<file path="src/rtl/guard_gate_pkg.sv">
// Shared types for the guard-predicate consumer: FSM state encoding and
// the meaning of a predicate token.
package ep2_guard_pkg;

   typedef enum logic [1:0] {
      IDLE = 2'd0,
      PASS = 2'd1,
      DROP = 2'd2
   } guard_state_t;

   localparam logic GUARD_PASS = 1'b1;
   localparam logic GUARD_DROP = 1'b0;

   // State entered once a token has been handshaken.
   function automatic guard_state_t token_state(input logic tok);
      return (tok == GUARD_PASS) ? PASS : DROP;
   endfunction

endpackage

</file>
<file path="src/rtl/guard_gate_if.sv">
// Stream bundle for guard_gate: predicate token in, event stream in, gated stream out.
// All three channels use AXI-Stream rules: a transfer happens on a clock edge where
// tvalid and tready are both 1; once raised, tvalid and payload hold until that edge.
interface guard_gate_if #(
   parameter int DATA_WIDTH = 512,
   parameter int KEEP_WIDTH = DATA_WIDTH / 8
);
   logic                  s_guard_cond_tdata;
   logic                  s_guard_cond_tvalid;
   logic                  s_guard_cond_tready;
   logic [DATA_WIDTH-1:0] s_axis_tdata;
   logic [KEEP_WIDTH-1:0] s_axis_tkeep;
   logic                  s_axis_tlast;
   logic                  s_axis_tvalid;
   logic                  s_axis_tready;
   logic [DATA_WIDTH-1:0] m_axis_tdata;
   logic [KEEP_WIDTH-1:0] m_axis_tkeep;
   logic                  m_axis_tlast;
   logic                  m_axis_tvalid;
   logic                  m_axis_tready;

   modport slave (
      input  s_guard_cond_tdata, s_guard_cond_tvalid,
      output s_guard_cond_tready,
      input  s_axis_tdata, s_axis_tkeep, s_axis_tlast, s_axis_tvalid,
      output s_axis_tready,
      output m_axis_tdata, m_axis_tkeep, m_axis_tlast, m_axis_tvalid,
      input  m_axis_tready
   );

   modport master (
      output s_guard_cond_tdata, s_guard_cond_tvalid,
      input  s_guard_cond_tready,
      output s_axis_tdata, s_axis_tkeep, s_axis_tlast, s_axis_tvalid,
      input  s_axis_tready,
      input  m_axis_tdata, m_axis_tkeep, m_axis_tlast, m_axis_tvalid,
      output m_axis_tready
   );

endinterface

</file>
<file path="src/rtl/guard_gate_skid.sv">
// Two-entry register slice: outputs come straight from flops, a pushed word is
// visible the next cycle, and the input side is ready whenever an entry is free.
module guard_skid #(
   parameter int WIDTH = 8
) (
   input  logic             clk,
   input  logic             rst,
   input  logic [WIDTH-1:0] i_data,
   input  logic             i_valid,
   output logic             o_ready,
   output logic [WIDTH-1:0] o_data,
   output logic             o_valid,
   input  logic             i_ready
);

   logic [1:0]       r_count;
   logic [WIDTH-1:0] r_head;
   logic [WIDTH-1:0] r_tail;
   logic             w_push;
   logic             w_pop;

   assign o_ready = (r_count != 2'd2);
   assign o_valid = (r_count != 2'd0);
   assign o_data  = r_head;
   assign w_push  = i_valid && o_ready;
   assign w_pop   = o_valid && i_ready;

   always_ff @(posedge clk) begin
      if (!rst) begin
         r_count <= 2'd0;
      end else begin
         case ({w_push, w_pop})
            2'b10:   r_count <= r_count + 2'd1;
            2'b01:   r_count <= r_count - 2'd1;
            default: r_count <= r_count;
         endcase
      end
   end

   // Payload flops carry no reset: r_count alone says which entries are live.
   always_ff @(posedge clk) begin
      if (w_push && ((r_count == 2'd0) || (w_pop && (r_count == 2'd1)))) begin
         r_head <= i_data;
      end else if (w_pop) begin
         r_head <= r_tail;
      end
      if (w_push && !w_pop && (r_count == 2'd1)) begin
         r_tail <= i_data;
      end
   end

endmodule

</file>
<file path="src/rtl/guard_gate.sv">
// Consumer end of the guard-predicate path: each predicate token either forwards
// or silently drops the next frame of the event stream, and frames are counted.
module guard_gate
   import ep2_guard_pkg::*;
#(
   parameter int DATA_WIDTH = 512,
   parameter int KEEP_WIDTH = DATA_WIDTH / 8,
   parameter int IF_STREAM  = 1,
   parameter int CNT_WIDTH  = 32
) (
   input  logic                 clk,
   input  logic                 rst,
   guard_gate_if.slave          bus,
   output logic [CNT_WIDTH-1:0] stat_pass_cnt,
   output logic [CNT_WIDTH-1:0] stat_drop_cnt,
   output guard_state_t         o_dbg_state
);

   localparam int PW = DATA_WIDTH + KEEP_WIDTH + 1;
   localparam logic [CNT_WIDTH-1:0] CNT_ONE = {{(CNT_WIDTH-1){1'b0}}, 1'b1};

   guard_state_t         r_state;
   guard_state_t         w_next;
   logic [CNT_WIDTH-1:0] r_pass_cnt;
   logic [CNT_WIDTH-1:0] r_drop_cnt;
   logic                 w_last;
   logic                 w_skid_ready;
   logic                 w_push;
   logic                 w_guard_ready;
   logic                 w_s_ready;
   logic                 w_inc_pass;
   logic                 w_inc_drop;
   logic                 w_end;
   logic [PW-1:0]        w_skid_out;

   // In single-beat mode every beat closes its event; the forwarded tlast
   // carries that effective value so downstream still sees framed events.
   assign w_last = (IF_STREAM != 0) ? bus.s_axis_tlast : 1'b1;

   always_comb begin
      w_next        = r_state;
      w_guard_ready = 1'b0;
      w_s_ready     = 1'b0;
      w_push        = 1'b0;
      w_inc_pass    = 1'b0;
      w_inc_drop    = 1'b0;
      w_end         = 1'b0;
      case (r_state)
         IDLE: begin
            w_guard_ready = 1'b1;
            if (bus.s_guard_cond_tvalid) begin
               w_next = token_state(bus.s_guard_cond_tdata);
            end
         end
         PASS: begin
            w_s_ready  = w_skid_ready;
            w_push     = bus.s_axis_tvalid && w_skid_ready;
            w_inc_pass = w_push && w_last;
            w_end      = w_inc_pass;
         end
         DROP: begin
            w_s_ready  = 1'b1;
            w_inc_drop = bus.s_axis_tvalid && w_last;
            w_end      = w_inc_drop;
         end
         default: w_next = IDLE;
      endcase
      // Closing beat also takes the next token so frames run back to back.
      if (w_end) begin
         w_guard_ready = 1'b1;
         w_next = bus.s_guard_cond_tvalid ? token_state(bus.s_guard_cond_tdata) : IDLE;
      end
   end

   always_ff @(posedge clk) begin
      if (!rst) begin
         r_state    <= IDLE;
         r_pass_cnt <= '0;
         r_drop_cnt <= '0;
      end else begin
         r_state <= w_next;
         if (w_inc_pass) r_pass_cnt <= r_pass_cnt + CNT_ONE;
         if (w_inc_drop) r_drop_cnt <= r_drop_cnt + CNT_ONE;
      end
   end

   guard_skid #(
      .WIDTH (PW)
   ) u_skid (
      .clk     (clk),
      .rst     (rst),
      .i_data  ({bus.s_axis_tdata, bus.s_axis_tkeep, w_last}),
      .i_valid (w_push),
      .o_ready (w_skid_ready),
      .o_data  (w_skid_out),
      .o_valid (bus.m_axis_tvalid),
      .i_ready (bus.m_axis_tready)
   );

   assign {bus.m_axis_tdata, bus.m_axis_tkeep, bus.m_axis_tlast} = w_skid_out;
   assign bus.s_guard_cond_tready = w_guard_ready;
   assign bus.s_axis_tready       = w_s_ready;
   assign stat_pass_cnt           = r_pass_cnt;
   assign stat_drop_cnt           = r_drop_cnt;
   assign o_dbg_state             = r_state;

endmodule

</file>
<file path="src/flat_wrapper.sv">
// flat-port wrapper written by rule: the top's interface ports become plain ports
module guard_gate_flat import ep2_guard_pkg::*;
#(
   parameter int DATA_WIDTH = 512,
   parameter int KEEP_WIDTH = DATA_WIDTH / 8,
   parameter int IF_STREAM  = 1,
   parameter int CNT_WIDTH  = 32
)
  (clk, rst, stat_pass_cnt, stat_drop_cnt, o_dbg_state, bus_s_guard_cond_tdata, bus_s_guard_cond_tvalid, bus_s_guard_cond_tready, bus_s_axis_tdata, bus_s_axis_tkeep, bus_s_axis_tlast, bus_s_axis_tvalid, bus_s_axis_tready, bus_m_axis_tdata, bus_m_axis_tkeep, bus_m_axis_tlast, bus_m_axis_tvalid, bus_m_axis_tready);
  guard_gate_if #(.DATA_WIDTH(DATA_WIDTH), .KEEP_WIDTH(KEEP_WIDTH)) bus_i ();
  input  logic clk;
  input  logic rst;
  output logic [CNT_WIDTH-1:0] stat_pass_cnt;
  output logic [CNT_WIDTH-1:0] stat_drop_cnt;
  output guard_state_t o_dbg_state;
  input wire logic [$bits(bus_i.s_guard_cond_tdata)-1:0] bus_s_guard_cond_tdata;
  input wire logic [$bits(bus_i.s_guard_cond_tvalid)-1:0] bus_s_guard_cond_tvalid;
  output wire logic [$bits(bus_i.s_guard_cond_tready)-1:0] bus_s_guard_cond_tready;
  input wire logic [$bits(bus_i.s_axis_tdata)-1:0] bus_s_axis_tdata;
  input wire logic [$bits(bus_i.s_axis_tkeep)-1:0] bus_s_axis_tkeep;
  input wire logic [$bits(bus_i.s_axis_tlast)-1:0] bus_s_axis_tlast;
  input wire logic [$bits(bus_i.s_axis_tvalid)-1:0] bus_s_axis_tvalid;
  output wire logic [$bits(bus_i.s_axis_tready)-1:0] bus_s_axis_tready;
  output wire logic [$bits(bus_i.m_axis_tdata)-1:0] bus_m_axis_tdata;
  output wire logic [$bits(bus_i.m_axis_tkeep)-1:0] bus_m_axis_tkeep;
  output wire logic [$bits(bus_i.m_axis_tlast)-1:0] bus_m_axis_tlast;
  output wire logic [$bits(bus_i.m_axis_tvalid)-1:0] bus_m_axis_tvalid;
  input wire logic [$bits(bus_i.m_axis_tready)-1:0] bus_m_axis_tready;
  assign bus_i.s_guard_cond_tdata = bus_s_guard_cond_tdata;
  assign bus_i.s_guard_cond_tvalid = bus_s_guard_cond_tvalid;
  assign bus_s_guard_cond_tready = bus_i.s_guard_cond_tready;
  assign bus_i.s_axis_tdata = bus_s_axis_tdata;
  assign bus_i.s_axis_tkeep = bus_s_axis_tkeep;
  assign bus_i.s_axis_tlast = bus_s_axis_tlast;
  assign bus_i.s_axis_tvalid = bus_s_axis_tvalid;
  assign bus_s_axis_tready = bus_i.s_axis_tready;
  assign bus_m_axis_tdata = bus_i.m_axis_tdata;
  assign bus_m_axis_tkeep = bus_i.m_axis_tkeep;
  assign bus_m_axis_tlast = bus_i.m_axis_tlast;
  assign bus_m_axis_tvalid = bus_i.m_axis_tvalid;
  assign bus_i.m_axis_tready = bus_m_axis_tready;
  guard_gate #(.DATA_WIDTH(DATA_WIDTH), .KEEP_WIDTH(KEEP_WIDTH), .IF_STREAM(IF_STREAM), .CNT_WIDTH(CNT_WIDTH)) u_core (.clk(clk), .rst(rst), .bus(bus_i), .stat_pass_cnt(stat_pass_cnt), .stat_drop_cnt(stat_drop_cnt), .o_dbg_state(o_dbg_state));
endmodule
</file>
<file path="config.mk">
export PLATFORM = sky130hd
export DESIGN_NAME = guard_gate_flat
export DESIGN_NICKNAME = d
export VERILOG_FILES = /design/src/rtl/guard_gate_pkg.sv /design/src/rtl/guard_gate_if.sv /design/src/rtl/guard_gate_skid.sv /design/src/rtl/guard_gate.sv /design/src/flat_wrapper.sv
export SDC_FILE = /design/constraint.sdc
export NUM_CORES = 1
export LEC_CHECK = 0
export ABC_AREA = 1
export CAP_MARGIN = 20
export CORE_AREA = 2 2 478 480
export CTS_CLUSTER_SIZE = 40
export DETAILED_ROUTE_END_ITERATION = 10
export DIE_AREA = 0 0 480 482
export PLACE_DENSITY = 0.52
export SYNTH_ARGS = -nofsm -noshare
export SYNTH_HDL_FRONTEND = slang
export SYNTH_SLANG_ARGS = --single-unit
</file>
<file path="constraint.sdc">
create_clock -name clk -period 139.7 [get_ports clk]
set_clock_uncertainty 0.15 [all_clocks]
set_input_delay 20.955 -clock clk [delete_from_list [all_inputs] [get_ports clk]]
set_output_delay 20.955 -clock clk [all_outputs]
set_load 0.01 [all_outputs]
</file>
# Word-level counts from Yosys, hierarchy flattened
# Cells that the tools add are included.
classes:
  muxes: 15
  add_sub_neg: 4
  reduce_logical: 18
  n_eq_ne: 8
ops:
  columns: ["cell", "n"]
  rows:
  - ["$mux 577", 2]
  - ["$add 32x1->32 const B", 2]
  - ["$logic_and 1x1->1", 9]
  - ["$mux 2", 4]
  - ["$pmux 2 s2", 2]
  - ["$eq 2x1->1 const B", 3]
  - ["$reduce_bool 2->1", 3]
  - ["$mux 1", 5]
  - ["$eq 2x2->1 const B", 2]
  - ["$logic_not 2->1", 2]
  - ["$pmux 1 s2", 2]
  - ["$ne 3x2->1 const B", 1]
  - ["$add 2x1->2 const B", 1]
  - ["$ne 2x1->1 const B", 1]
  - ["$ne 2x2->1 const B", 1]
  - ["$reduce_and 2->1", 1]
  - ["$reduce_or 2->1", 1]
  - ["$sub 2x1->2 const B", 1]
  - ["$logic_not 1->1", 1]
  - ["$logic_or 1x1->1", 1]
word_totals:
  elab_cells: 51
  out_inout_bits: 646
  regBits: 1222

# Logic depth before layout (Yosys ltp)
# Gate-level depths: netlist (run 1).
logic_depth:
  ltp_word: 6
  depth_mapped: 11

# Hierarchy
# A second synthesis (run 1) with hierarchy kept.
unflattened:
  cells_unflattened: 3713
  hier_area_um2: 46867.4
by_module_without_submodules:
  columns: ["module", "cells_each", "n_inst", "area_each_um2"]
  rows:
  - ["guard_skid", 3111, 1, 43121.4]
  - ["guard_gate", 602, 1, 3746.1]

# Worst setup path after synthesis (run 1)
# Ideal clock, no wire load.
synth_timing:
  path_type: "input to register"
  startpoint: "in bus_s_axis_tvalid"
  endpoint: "reg u_core.u_skid.r_head[0], in the netlist u_core.u_skid.o_data[0], enable pin"
  n_path_buf: 0
  required_time_ns: 137.232
  arrival_time_ns: 61.176
  path_slack_ns: 76.056
  setup_ns: 2.318
  cell_stages: 2
  path_cell_list: "nand3_2 > o21ai_0"
synth_between:
  elab_chain_len: 5
synth_rtl:
  columns: ["element", "line", "text"]
  rows:
  - ["from (decl)", "flat_wrapper.sv:22", "input wire logic [$bits(bus_i.s_axis_tvalid)-1:0] bus_s_axis_tvalid;"]
  - ["$logic_and 1x1->1", "guard_gate.sv:57", "w_push = bus.s_axis_tvalid && w_skid_ready;"]
  - ["$mux 1", "guard_gate.sv:48", "case (r_state)"]
  - ["$logic_and 1x1->1", "guard_gate_skid.sv:25", "assign w_push = i_valid && o_ready;"]
  - ["$logic_and 1x1->1", "guard_gate_skid.sv:42", "if (w_push && ((r_count == 2'd0) || (w_pop && (r_count == 2'd1)))) begin"]
  - ["$reduce_bool 2->1 (no source line)", null, null]
  - ["to (signal assigned)", "guard_gate_skid.sv:43", "r_head <= i_data;"]
  - ["to (signal assigned)", "guard_gate_skid.sv:45", "r_head <= r_tail;"]
  - ["to (decl)", "guard_gate_skid.sv:17", "logic [WIDTH-1:0] r_head;"]
# No other way between the ends.
# A chain may end at the register's enable or synchronous reset.

# Final worst setup path (run 1)
layout_timing:
  startpoint: "in bus_s_axis_tvalid"
  endpoint: "out bus_s_guard_cond_tready"
layout_between:
  elab_chain_len: 4
  elab_cells_between_ends: 5
  cone_classes: "mux: 2; reduce/logical: 3"
layout_rtl:
  columns: ["element", "line", "text"]
  rows:
  - ["$logic_and 1x1->1", "guard_gate.sv:57", null]
  - ["$logic_and 1x1->1", "guard_gate.sv:58", "w_inc_pass = w_push && w_last;"]
  - ["$pmux 1 s2 *", "guard_gate.sv:48", null]
  - ["$mux 1 *", "guard_gate.sv:69", "if (w_end) begin"]
  - ["to (decl)", "flat_wrapper.sv:18", "output wire logic [$bits(bus_i.s_guard_cond_tready)-1:0] bus_s_guard_cond_tready;"]
# Mark *: on every way between the ends. The rest lies on a longest branch, timed or not.

==> results of run 1 <==
==> report_power, final <==
part           internal (mW)  switching [mW]
clock network          0.214           0.164
logic                  0.128           0.145
registers              0.490          0.0227
total                  0.832           0.331
==> metrics by stage <==
| step | util | std cells |
|---|---|---|
| after floorplan | - | 2440 |
| after global placement | 0.271 | 6630 |
| after detailed placement | 0.271 | 6630 |
| after CTS | 0.292 | 6891 |
| after global routing | 0.292 | 6896 |
| final | 0.292 | 6910 |
==> layer usage <==
metal  GRT usage  share of wire  up-vias
li1            -              -    12000
met4      0.0305          0.021       56
met1       0.151           0.37    13200
met2       0.227           0.48     1230
met3      0.0689           0.12      334
met5           0         0.0023        -
==> kinds of logic after synthesis <==
family,after synthesis,share of synthesized area
flip-flops,1222,0.792
buffers and inverters,174,0.0193
multiplexers,576,0.143
XOR/XNOR,4,0.000770
AO/OA/AOI/OAI,65,0.00742
adder cells (fa/ha/maj),10,0.00275
AND/OR/NAND/NOR,389,0.0357
==> cell type report <==
| type | instances | area share |
|---|---|---|
| sequential | 1222 | 0.545 |
| clock inverter | 82 | 0.0148 |
| multi-input combinational | 1044 | 0.130 |
| tap | 3009 | 0.0569 |
| clock buffer | 179 | 0.0570 |
| antenna | 19 | 0.000719 |
| timing repair buffer | 1254 | 0.190 |
| inverter | 101 | 0.00585 |
==> synth_stat cells <==
cell type  count
or2_2          2
nor3b_1        2
a21oi_1       35
xnor2_1        1
nor3_1        12
nand3_2        1
and2_2         1
and2_1         1
nand4_1       21
dfxtp_1       68
nand3_1       56
ha_1          10
buf_1          2
inv_1        100
o21bai_1       2
nor2_1       139
edfxtp_1    1154
clkinv_1       1
o21a_1         2
mux2_1        49
o21ai_0       25
a211oi_1       1
buf_2         10
clkbuf_1       5
nand2_1      154
mux2_2       527
buf_4         55
buf_6          1
xor2_1         3
==> sequential cells by signal, indices dropped and copies added, names as in the netlist <==
signal / cells
u_core.o_dbg_state: 2
u_core.stat_drop_cnt: 32
u_core.stat_pass_cnt: 32
u_core.u_skid.o_data: 577
u_core.u_skid.r_count: 2
u_core.u_skid.r_tail: 577
==> worst max path at each step <==
stage                                         to  cells past startpoint               from
6_report                 bus_s_guard_cond_tready                      5  bus_s_axis_tvalid
5_1_grt                  bus_s_guard_cond_tready                      5  bus_s_axis_tvalid
2_1_floorplan  u_core.u_skid.o_data[0]$_DFFE_PP_                      2  bus_s_axis_tvalid
4_1_cts                  bus_s_guard_cond_tready                      5  bus_s_axis_tvalid
3_5_place_dp             bus_s_guard_cond_tready                      5  bus_s_axis_tvalid
3_3_place_gp             bus_s_guard_cond_tready                      5  bus_s_axis_tvalid
==> results.txt, run 1 <==
----------------------------------------------------
[Cells and area]
  Final nets ... 4361
  Most common library cell in the layout ignoring fill and taps ... clkdlybuf4s50_1
  Highest-count cells in the layout ignoring fill and taps ... clkdlybuf4s50_1, edfxtp_1, mux2_2
  Number of filler instances in the final layout ... 22600
  Flip-flop and latch area ... 36000 um^2
  Area growth from synthesis to layout ... 45.3%
  Final std cell area, no fill ... roughly 66000 um^2
  Total area of multi-input combinational cells ... 8630 um^2
  Layout cell share with drive strength beyond 1 ... 0.197

[Synthesis]
  Sequential fraction of the synthesis area ... 0.792
  Post-synthesis cell type with the largest combined area ... edfxtp_1
  Post-synthesis net count ... slightly above 3000
  Number of different library cells in the post-synthesis netlist ... 29
  Cell types occupying the most area after synthesis ... edfxtp_1, mux2_2, dfxtp_1
  Cell area after technology mapping ... 45500 um^2
  Syn_area_per_cell ... 18.6 um^2
  Area fraction of the dominant cell type after synthesis ... 0.762
  Yosys Warn Count ... 0
  Register bit count reported by yosys ... 1222
  Gate count after technology mapping ... 2440

[Timing]
  Setup tns final ... 0 ns
  Count of endpoints failing hold in the final timing report ... 0
  Crit path time final ... 44.35 ns
  Setup repair after global routing missed its margin ... false
  Worst relative slew slack ... 0.320
  Max Clock Freq ... 22.5 MHz
  Share of the clock period used by the worst path ... 0.317
  Transition at the pin with the smallest max-transition slack ... 1.02 ns
  Worst-case hold slack ... 0.348 ns
  Slew Limit Fails ... 0
  Number of failing setup endpoints in the final timing report ... 0
  Post-route worst setup slack ... 95.35 ns

[Placed design]
  Routability congestion estimate from global placement ... ~0.83
  Post-detailed-placement half-perimeter wirelength ... 123 mm
  Count of input and output buffers ... 1228
  Cell area after placement ... 61300 um^2
  Worst-case setup slack after placement ... between 90 and 100 ns

[CTS]
  Clock tree from TritonCTS ... done
  Number of cells upsized or downsized after cts ... 0
  CTS Root Cell ... clkbuf_16
  Hold buffer count at CTS ... 0
  H-tree level count ... 4
  Clock insertion delay at the later pin of the skew report ... 0.80 ns
  Clock net sink count ... 1222
  Clock slew seen by the registers of the worst setup and hold paths ... 0.05 ns
  Maximum clock insertion buffer count ... 3
  Total CTS buffers ... between 100 and 150
  Number of setup buffers added after CTS ... 0

[Routing]
  DR vias ... 26800
  Post-DR vias/cell ... 3.88
  Final wirelength ... 163 mm
  DRC errors left ... 0
  Wirelength per Cell ... 23.6 um
  Residual antenna-violating net count after detailed routing ... 0
  Detailed router's first-iteration violation count ... 1773
  Detailed-router iteration count before antenna repair ... 5

[Global routing]
  Wire length of the first global-routing pass ... 220 mm
  Number of global-route vias before repair ... between 20000 and 30000
  Largest net degree at the start of global routing ... ~140
  Overall Global Routing Usage ... 0.135
  Initial antenna violation count ... around 120
  Global-route congestion overflow total ... 0

[Floorplanning]
  Die Y-Extent ... 482 um
  Initial Utilization ... 0.201
  Number of cell rows ... 175
  Core Region ... 226000 um^2
  I/O pin cnt ... between 1000 and 1500
  Die footprint ... 231000 um^2
  Die Width ... 480 um

[Worst setup path]
  Slack of the worst reg-to-reg path ... 133.91 ns
  Slowest cell on crit path ... clkdlybuf4s50_1
  Crit path cell chain ... clkdlybuf4s50_1 -> nand4_1 -> a21oi_1 -> or2_2 -> clkdlybuf4s50_1
  CP max stage delay ... ~0.62 ns
  Library cell appearing most often on the critical path ... clkdlybuf4s50_1
  Element type at the critical path start ... input port
  CP required ... between 100 and 150 ns
  Critical Path Sink Type ... output pin
  Number of buffers and inverters on the critical path ... 2
  Data arrival time of the critical path ... roughly 23 ns
  Worst reg2reg startpoint ... u_core.u_skid.r_count[0]$_SDFFE_PN0P_
  Cell count of the worst reg-to-reg path ... 10
  Type of the worst setup path ... input port to output pin
  Crit Path Max Fanout ... 12
  Worst r2r dst ... u_core.u_skid.o_data[241]$_DFFE_PP_
  CP delay by family, top ... buffers and inverters

[Hold path]
  Origin of the worst min-delay path ... u_core.stat_pass_cnt[15]$_SDFFE_PN0P_
  Worst Hold Endpoint ... u_core.stat_pass_cnt[15]$_SDFFE_PN0P_
  Cells on Worst Hold Path ... 1
  Worst hold path class ... register to register

[Power]
  Leakage power of the design ... 21.4 nW
  Pwr/cell area ... roughly 18 nW/um^2
  Peak supply drop ... around 0.014 mV
  Total power ... 1.16 mW

[Outcome]
  Result of the run ... finished clean

[Flow run]
  Number of maximum-capacitance violations ... 0

----------------------------------------------------
Power figures use the tool's default switching activity.
==> run 2: changes to the inputs <==
CORE_AREA = 2 2 476 478   (was 2 2 478 480)
DIE_AREA = 0 0 478 480   (was 0 0 480 482)
PLACE_DENSITY = 0.54   (was 0.52)
clock period = 35.5 ns   (was 139.7 ns; I/O delays follow)
==> run 2 against run 1 <==
Compared with the run above: hold slack worse by 0.0078 ns; sequential share of layout area up 0.16 points; critical path type unchanged; cell count down 0.42%.
==> results.txt, run 2 (synthesis gave the netlist of run 1 again) <==
----------------------------------------------------
[Outcome]
  Result of the run ... finished clean (unchanged)

[Worst setup path]
  Critical Path Sink Type ... output pin (unchanged)
  Data arrival time of the critical path ... 7.67 ns (was 23.25 ns)
  Crit Path Max Fanout ... 12 (unchanged)
  Element type at the critical path start ... input port (unchanged)
  Worst setup path startpoint ... bus_s_axis_tvalid (unchanged)
  CP required ... 30.02 ns (was 118.60 ns)
  Worst reg2reg startpoint ... u_core.u_skid.r_count[0]$_SDFFE_PN0P_ (unchanged)
  Cell count of the worst reg-to-reg path ... 9 (was 10)
  Worst r2r dst ... u_core.u_skid.o_data[449]$_DFFE_PP_ (was u_core.u_skid.o_data[241]$_DFFE_PP_)
  Type of the worst setup path ... input port to output pin (unchanged)
  Slack of the worst reg-to-reg path ... 30.10 ns (was 133.91 ns)

[Timing]
  Share of the clock period used by the worst path ... 0.370
  Count of endpoints failing hold in the final timing report ... 0 (unchanged)
  Transition at the pin with the smallest max-transition slack ... 1.11 ns (was 1.02 ns)
  Slew Limit Fails ... 0 (unchanged)
  Number of failing setup endpoints in the final timing report ... 0 (unchanged)
  Max Clock Freq ... between 70 and 80 MHz
  Worst relative slew slack ... 0.259 (was 0.320)
  Setup tns final ... 0 ns (unchanged)
  Crit path time final ... approximately 13 ns
  Setup repair after global routing missed its margin ... false (unchanged)

[Placed design]
  Routability congestion estimate from global placement ... 0.858 (was 0.835)
  Placed cell count ... 6610 (was 6630)
  Post-detailed-placement half-perimeter wirelength ... 115 mm (was 123 mm)
  Count of input and output buffers ... 1228 (unchanged)

[Routing]
  Detailed router's first-iteration violation count ... 1655 (was 1773)
  DR vias ... 26600 (was 26800)
  Residual antenna-violating net count after detailed routing ... 0 (unchanged)
  Detailed-router iteration count before antenna repair ... 5 (unchanged)
  Final wirelength ... 155 mm (was 163 mm)
  DRC errors left ... 0 (unchanged)
  Post-DR vias/cell ... 3.86 (was 3.88)
  Wirelength per Cell ... 22.6 um (was 23.6 um)

[CTS]
  Total CTS buffers ... 142 (was 145)
  Clock slew seen by the registers of the worst setup and hold paths ... 0.06 ns (was 0.05 ns)
  Hold buffer count at CTS ... 0 (unchanged)
  H-tree level count ... 4 (unchanged)
  Number of setup buffers added after CTS ... 0 (unchanged)
  CTS Root Cell ... clkbuf_16 (unchanged)
  Number of cells upsized or downsized after cts ... 0 (unchanged)
  Clock net sink count ... 1222 (unchanged)
  Maximum clock insertion buffer count ... 3 (unchanged)
  Clock tree from TritonCTS ... done (unchanged)
  Clock insertion delay at the later pin of the skew report ... 0.78 ns (was 0.80 ns)

[Global routing]
  Overall Global Routing Usage ... 0.129 (was 0.135)
  Initial antenna violation count ... 73 (was 119)
  Number of global-route vias before repair ... 26900 (was 27200)
  Largest net degree at the start of global routing ... 146 (was 143)
  Global-route congestion overflow total ... 0 (unchanged)
  Wire length of the first global-routing pass ... 213 mm (was 220 mm)

[Power]
  Portion of total power attributed to sequential cells ... 0.445 (was 0.441)
  Sw frac ... 0.285 (about the same)
  Cell Int Power ... 3.24 mW (was 0.832 mW)
  Peak supply drop ... 0.0577 mV (was 0.0137 mV)
  Switching power summed over all nets ... 1.29 mW (was 0.331 mW)
  Clock network fraction of total power ... 0.318 (was 0.325)
  Logic gate share of total power ... 0.237 (was 0.234)
  Leakage power of the design ... 21.3 nW (was 21.4 nW)
  Pwr/cell area ... 68.8 nW/um^2 (was 17.6 nW/um^2)

[Cells and area]
  Layout cell share with drive strength beyond 1 ... 0.192 (was 0.197)
  Area growth from synthesis to layout ... 44.9% (was 45.3%)
  Highest-count cells in the layout ignoring fill and taps ... clkdlybuf4s50_1, edfxtp_1, mux2_2 (unchanged)
  Non-filler cells in the finished layout ... 6881 (was 6910)
  Most common library cell in the layout ignoring fill and taps ... clkdlybuf4s50_1 (unchanged)
  Final nets ... 4355 (was 4361)

[Floorplanning]
  Core Region ... 224000 um^2 (was 226000 um^2)
  Die footprint ... 229000 um^2 (was 231000 um^2)
  Initial Utilization ... 0.203 (was 0.201)
  Die Y-Extent ... 480 um (was 482 um)
  Number of cell rows ... 174 (was 175)
  Die Width ... 478 um (was 480 um)
  I/O pin cnt ... 1229 (unchanged)

[Hold path]
  Cells on Worst Hold Path ... 1 (unchanged)
  Origin of the worst min-delay path ... u_core.u_skid.r_tail[74]$_DFFE_PP_ (was u_core.stat_pass_cnt[15]$_SDFFE_PN0P_)
  Worst Hold Endpoint ... u_core.u_skid.o_data[74]$_DFFE_PP_ (was u_core.stat_pass_cnt[15]$_SDFFE_PN0P_)
  Worst hold path class ... register to register (unchanged)

[Flow run]
  Number of maximum-capacitance violations ... 0 (unchanged)

----------------------------------------------------
-- run 2: through the flow --
| step | instance area, um^2 | hold slack, ns | setup WS, ns | util | power, mW |
|---|---|---|---|---|---|
| global route | 65900 | 0.381 | 22.23 | 0.294 | 4.73 |
| finish | 65900 | 0.340 | 22.36 | 0.294 | 4.54 |
| CTS | 65900 | 0.344 | 22.36 | 0.294 | 4.63 |
| detailed placement | 61300 | 0.344 | 22.38 | 0.274 | 3.15 |
| floorplan | 45500 | 0.346 | 3.07 | - | 2.80 |
| global placement | 61300 | 0.335 | 22.35 | 0.274 | 3.15 |
-- run 2: worst max-delay path, cell delays in order --
cell and delay (ns):
clkdlybuf4s50_1 0.57, nand4_1 0.58, a21oi_1 0.47, or2_2 0.18, clkdlybuf4s50_1 0.54
-- run 2: worst max-delay path by stage --
stage          depth (start not counted)                                end  slack [ns]
2_1_floorplan                          2  u_core.u_skid.o_data[0]$_DFFE_PP_        3.07
3_3_place_gp                           5            bus_s_guard_cond_tready       22.35
3_5_place_dp                           5            bus_s_guard_cond_tready       22.38
4_1_cts                                5            bus_s_guard_cond_tready       22.36
5_1_grt                                5            bus_s_guard_cond_tready       22.23
6_report                               5            bus_s_guard_cond_tready       22.36
-- run 2: per-layer routing --
metal	GRT usage	share of wire	up-vias	wire length (um)
met5	0	0.0023	-	358
met2	0.215	0.48	1141	74600
met3	0.0642	0.11	267	16700
met4	0.0289	0.022	56	3490
met1	0.148	0.39	13100	60100
li1	-	-	12000	-
-- run 2: layout make-up --
class	count	area (um^2)
Antenna cell	11	27.5
Clock buffer	179	3690
Clock inverter	81	905
Fill cell	22200	158000
Inverter	101	387
Multi-Input combinational cell	1044	8630
Sequential cell	1222	36000
Tap cell	2992	3740
Timing Repair Buffer	1251	12500
-- run 2: power by group through the flow --
stage               clock, mW  sequential, mW  combinational [mW]
floorplan                   0            2.50               0.295
global placement            0            2.05                1.11
detailed placement          0            2.05                1.10
CTS                      1.50            2.02                1.11
global route             1.55            2.04                1.14
finish                   1.44            2.02                1.08
==> run 3: changes to the inputs <==
CORE_AREA = 2 2 483 485   (was 2 2 476 478)
DIE_AREA = 0 0 485 487   (was 0 0 478 480)
PLACE_DENSITY = 0.51   (was 0.54)
clock period = 13.1 ns   (was 35.5 ns; I/O delays follow)
==> run 3 against run 2 <==
Compared with the run above: cell count is 0.87% higher; clock-buffer cell count is 1 lower; worst setup slack got worse by 16 ns; wire length grew 6.7%; sequential cell count unchanged; register-to-register slack worse by 21 ns; via count increased by 0.34%; clock power increased to 2.8 times the previous value; final area up 0.46%; hold slack got worse by 0.016 ns; largest cell class unchanged; critical endpoint unchanged.
==> results.txt, run 3 (synthesis gave the netlist of run 1 again) <==
----------------------------------------------------
[Outcome]
  Result of the run ... finished clean (unchanged)

[Hold path]
  Cells on Worst Hold Path ... 1 (unchanged)
  Origin of the worst min-delay path ... u_core.u_skid.r_tail[92]$_DFFE_PP_ (was u_core.u_skid.r_tail[74]$_DFFE_PP_)
  Worst Hold Endpoint ... u_core.u_skid.o_data[92]$_DFFE_PP_ (was u_core.u_skid.o_data[74]$_DFFE_PP_)
  Worst hold path class ... register to register (unchanged)

[Routing]
  Detailed-router iteration count before antenna repair ... 5 (unchanged)
  DRC errors left ... 0 (unchanged)
  Post-DR vias/cell ... 3.84 (was 3.86)
  DR vias ... 26600 (about the same)
  Detailed router's first-iteration violation count ... 1686 (was 1655)
  Wirelength per Cell ... 23.9 um (was 22.6 um)
  Residual antenna-violating net count after detailed routing ... 0 (unchanged)
  Final wirelength ... 166 mm (was 155 mm)

[Cells and area]
  Highest-count cells in the layout ignoring fill and taps ... clkdlybuf4s50_1, edfxtp_1, mux2_2 (unchanged)
  Final std cell area, no fill ... 66200 um^2 (was 65900 um^2)
  Number of filler instances in the final layout ... 23100 (was 22200)
  Area growth from synthesis to layout ... 45.6% (was 44.9%)
  Most common library cell in the layout ignoring fill and taps ... clkdlybuf4s50_1 (unchanged)
  Post-layout util ... 0.286 (was 0.294)
  Layout cell share with drive strength beyond 1 ... 0.197 (was 0.192)
  Final nets ... 4356 (was 4355)

[CTS]
  Number of cells upsized or downsized after cts ... 0 (unchanged)
  Number of setup buffers added after CTS ... 0 (unchanged)
  Total CTS buffers ... 147 (was 142)
  CTS Root Cell ... clkbuf_16 (unchanged)
  Clock net sink count ... 1222 (unchanged)
  Hold buffer count at CTS ... 0 (unchanged)
  Clock slew seen by the registers of the worst setup and hold paths ... 0.06 ns (about the same)
  H-tree level count ... 4 (unchanged)
  Maximum clock insertion buffer count ... 3 (unchanged)
  Clock tree from TritonCTS ... done (unchanged)
  Clock insertion delay at the later pin of the skew report ... 0.80 ns (was 0.78 ns)

[Timing]
  Crit path time final ... 6.25 ns
  Slew Limit Fails ... 0 (unchanged)
  Count of endpoints failing hold in the final timing report ... 0 (unchanged)
  Number of failing setup endpoints in the final timing report ... 0 (unchanged)
  Share of the clock period used by the worst path ... 0.477
  Transition at the pin with the smallest max-transition slack ... 1.17 ns (was 1.11 ns)
  Worst relative slew slack ... 0.220 (was 0.259)
  Setup repair after global routing missed its margin ... false (unchanged)
  Max Clock Freq ... 160 MHz
  Setup tns final ... 0 ns (unchanged)

[Worst setup path]
  CP required ... 10.98 ns (was 30.02 ns)
  Cell count of the worst reg-to-reg path ... 8 (was 9)
  Worst r2r dst ... u_core.u_skid.o_data[315]$_DFFE_PP_ (was u_core.u_skid.o_data[449]$_DFFE_PP_)
  Type of the worst setup path ... input port to output pin (unchanged)
  Element type at the critical path start ... input port (unchanged)
  Critical Path Sink Type ... output pin (unchanged)
  Slack of the worst reg-to-reg path ... 8.86 ns (was 30.10 ns)
  Worst reg2reg startpoint ... u_core.u_skid.r_count[0]$_SDFFE_PN0P_ (unchanged)
  Crit Path Max Fanout ... 12 (unchanged)
  Data arrival time of the critical path ... 4.13 ns (was 7.67 ns)

[Global routing]
  Initial antenna violation count ... 93 (was 73)
  Overall Global Routing Usage ... 0.135 (was 0.129)
  Global-route congestion overflow total ... 0 (unchanged)
  Number of global-route vias before repair ... 27400 (was 26900)
  Wire length of the first global-routing pass ... 225 mm (was 213 mm)
  Largest net degree at the start of global routing ... 143 (was 146)

[Placed design]
  Count of input and output buffers ... 1228 (unchanged)
  Post-detailed-placement half-perimeter wirelength ... 123 mm (was 115 mm)
  Cell area after placement ... 61400 um^2 (was 61300 um^2)
  Routability congestion estimate from global placement ... 0.863 (was 0.858)

[Floorplanning]
  Number of cell rows ... 177 (was 174)
  Die Y-Extent ... 487 um (was 480 um)
  Core Region ... 231000 um^2 (was 224000 um^2)
  Die Width ... 485 um (was 478 um)
  Initial Utilization ... 0.197 (was 0.203)
  Die footprint ... 236000 um^2 (was 229000 um^2)
  I/O pin cnt ... 1229 (unchanged)

[Power]
  Total power ... 12.5 mW (was 4.54 mW)
  Peak supply drop ... 0.142 mV (was 0.0577 mV)
  Pwr/cell area ... 189 nW/um^2 (was 68.8 nW/um^2)
  Leakage power of the design ... 21.4 nW (was 21.3 nW)

[Flow run]
  Number of maximum-capacitance violations ... 0 (unchanged)

----------------------------------------------------
## run 3: cell count changes in the layout (fill, tap and decap cells not counted), moves of 2 or more
cell / previous run / this run
buf_12: 5 / 10
buf_4: 18 / 9
clkbuf_1: 37 / 29
clkbuf_16: 142 / 147
clkbuf_8: 0 / 2
clkinv_1: 37 / 27
clkinv_16: 10 / 8
clkinv_2: 15 / 21
clkinv_4: 1 / 4
clkinv_8: 1 / 3
clkinvlp_4: 3 / 8
diode_2: 11 / 19
## run 3: cell type report
class / count / area (um^2) / share of cell area
flip-flops and latches: 1222 / 36000 / 0.544
repair buffers: 1247 / 12600 / 0.190
multi-input cells: 1044 / 8630 / 0.130
clock buffers: 178 / 3810 / 0.0576
well taps: 3043 / 3810 / 0.0575
clock inverters: 87 / 976 / 0.0147
inverters: 101 / 383 / 0.00578
diodes: 19 / 47.5 / 0.000718
## run 3: critical path: stages
cell and delay, ns:
clkdlybuf4s50_1 0.56, nand4_1 0.45, a21oi_1 0.41, or2_2 0.19
clkdlybuf4s50_1 0.54
## run 3: stage by stage
stage / hold WS [ns] / worst slack [ns] / instances
floorplan: 0.346 / 1.08 / 2440
global placement: 0.337 / 6.85 / 6657
detailed placement: 0.351 / 6.88 / 6657
CTS: 0.346 / 6.86 / 6922
global route: 0.351 / 6.71 / 6930
finish: 0.325 / 6.85 / 6941
## run 3: metal layers
layer	GRT usage	share of wire	wire length (um)	up-vias
met5	0	0.0021	354	-
met4	0.0424	0.030	4960	56
met3	0.0745	0.12	19700	338
met2	0.221	0.47	78600	1143
met1	0.148	0.37	62100	13200
li1	-	-	-	12000
## run 3: worst max-delay path by stage
stage	from	to	cells after the start
finish	bus_s_axis_tvalid	bus_s_guard_cond_tready	5
global route	bus_s_axis_tvalid	bus_s_guard_cond_tready	5
detailed placement	bus_s_axis_tvalid	bus_s_guard_cond_tready	5
global placement	bus_s_axis_tvalid	bus_s_guard_cond_tready	5
CTS	bus_s_axis_tvalid	bus_s_guard_cond_tready	5
floorplan	bus_s_axis_tvalid	u_core.u_skid.o_data[0]$_DFFE_PP_	2
## run 3: power by group
part           internal [mW]  switching [mW]  leakage [nW]
clock network           2.29            1.78          2.30
logic                   1.37            1.59          7.99
registers               5.23           0.248          11.1
total                   8.90            3.62          21.4
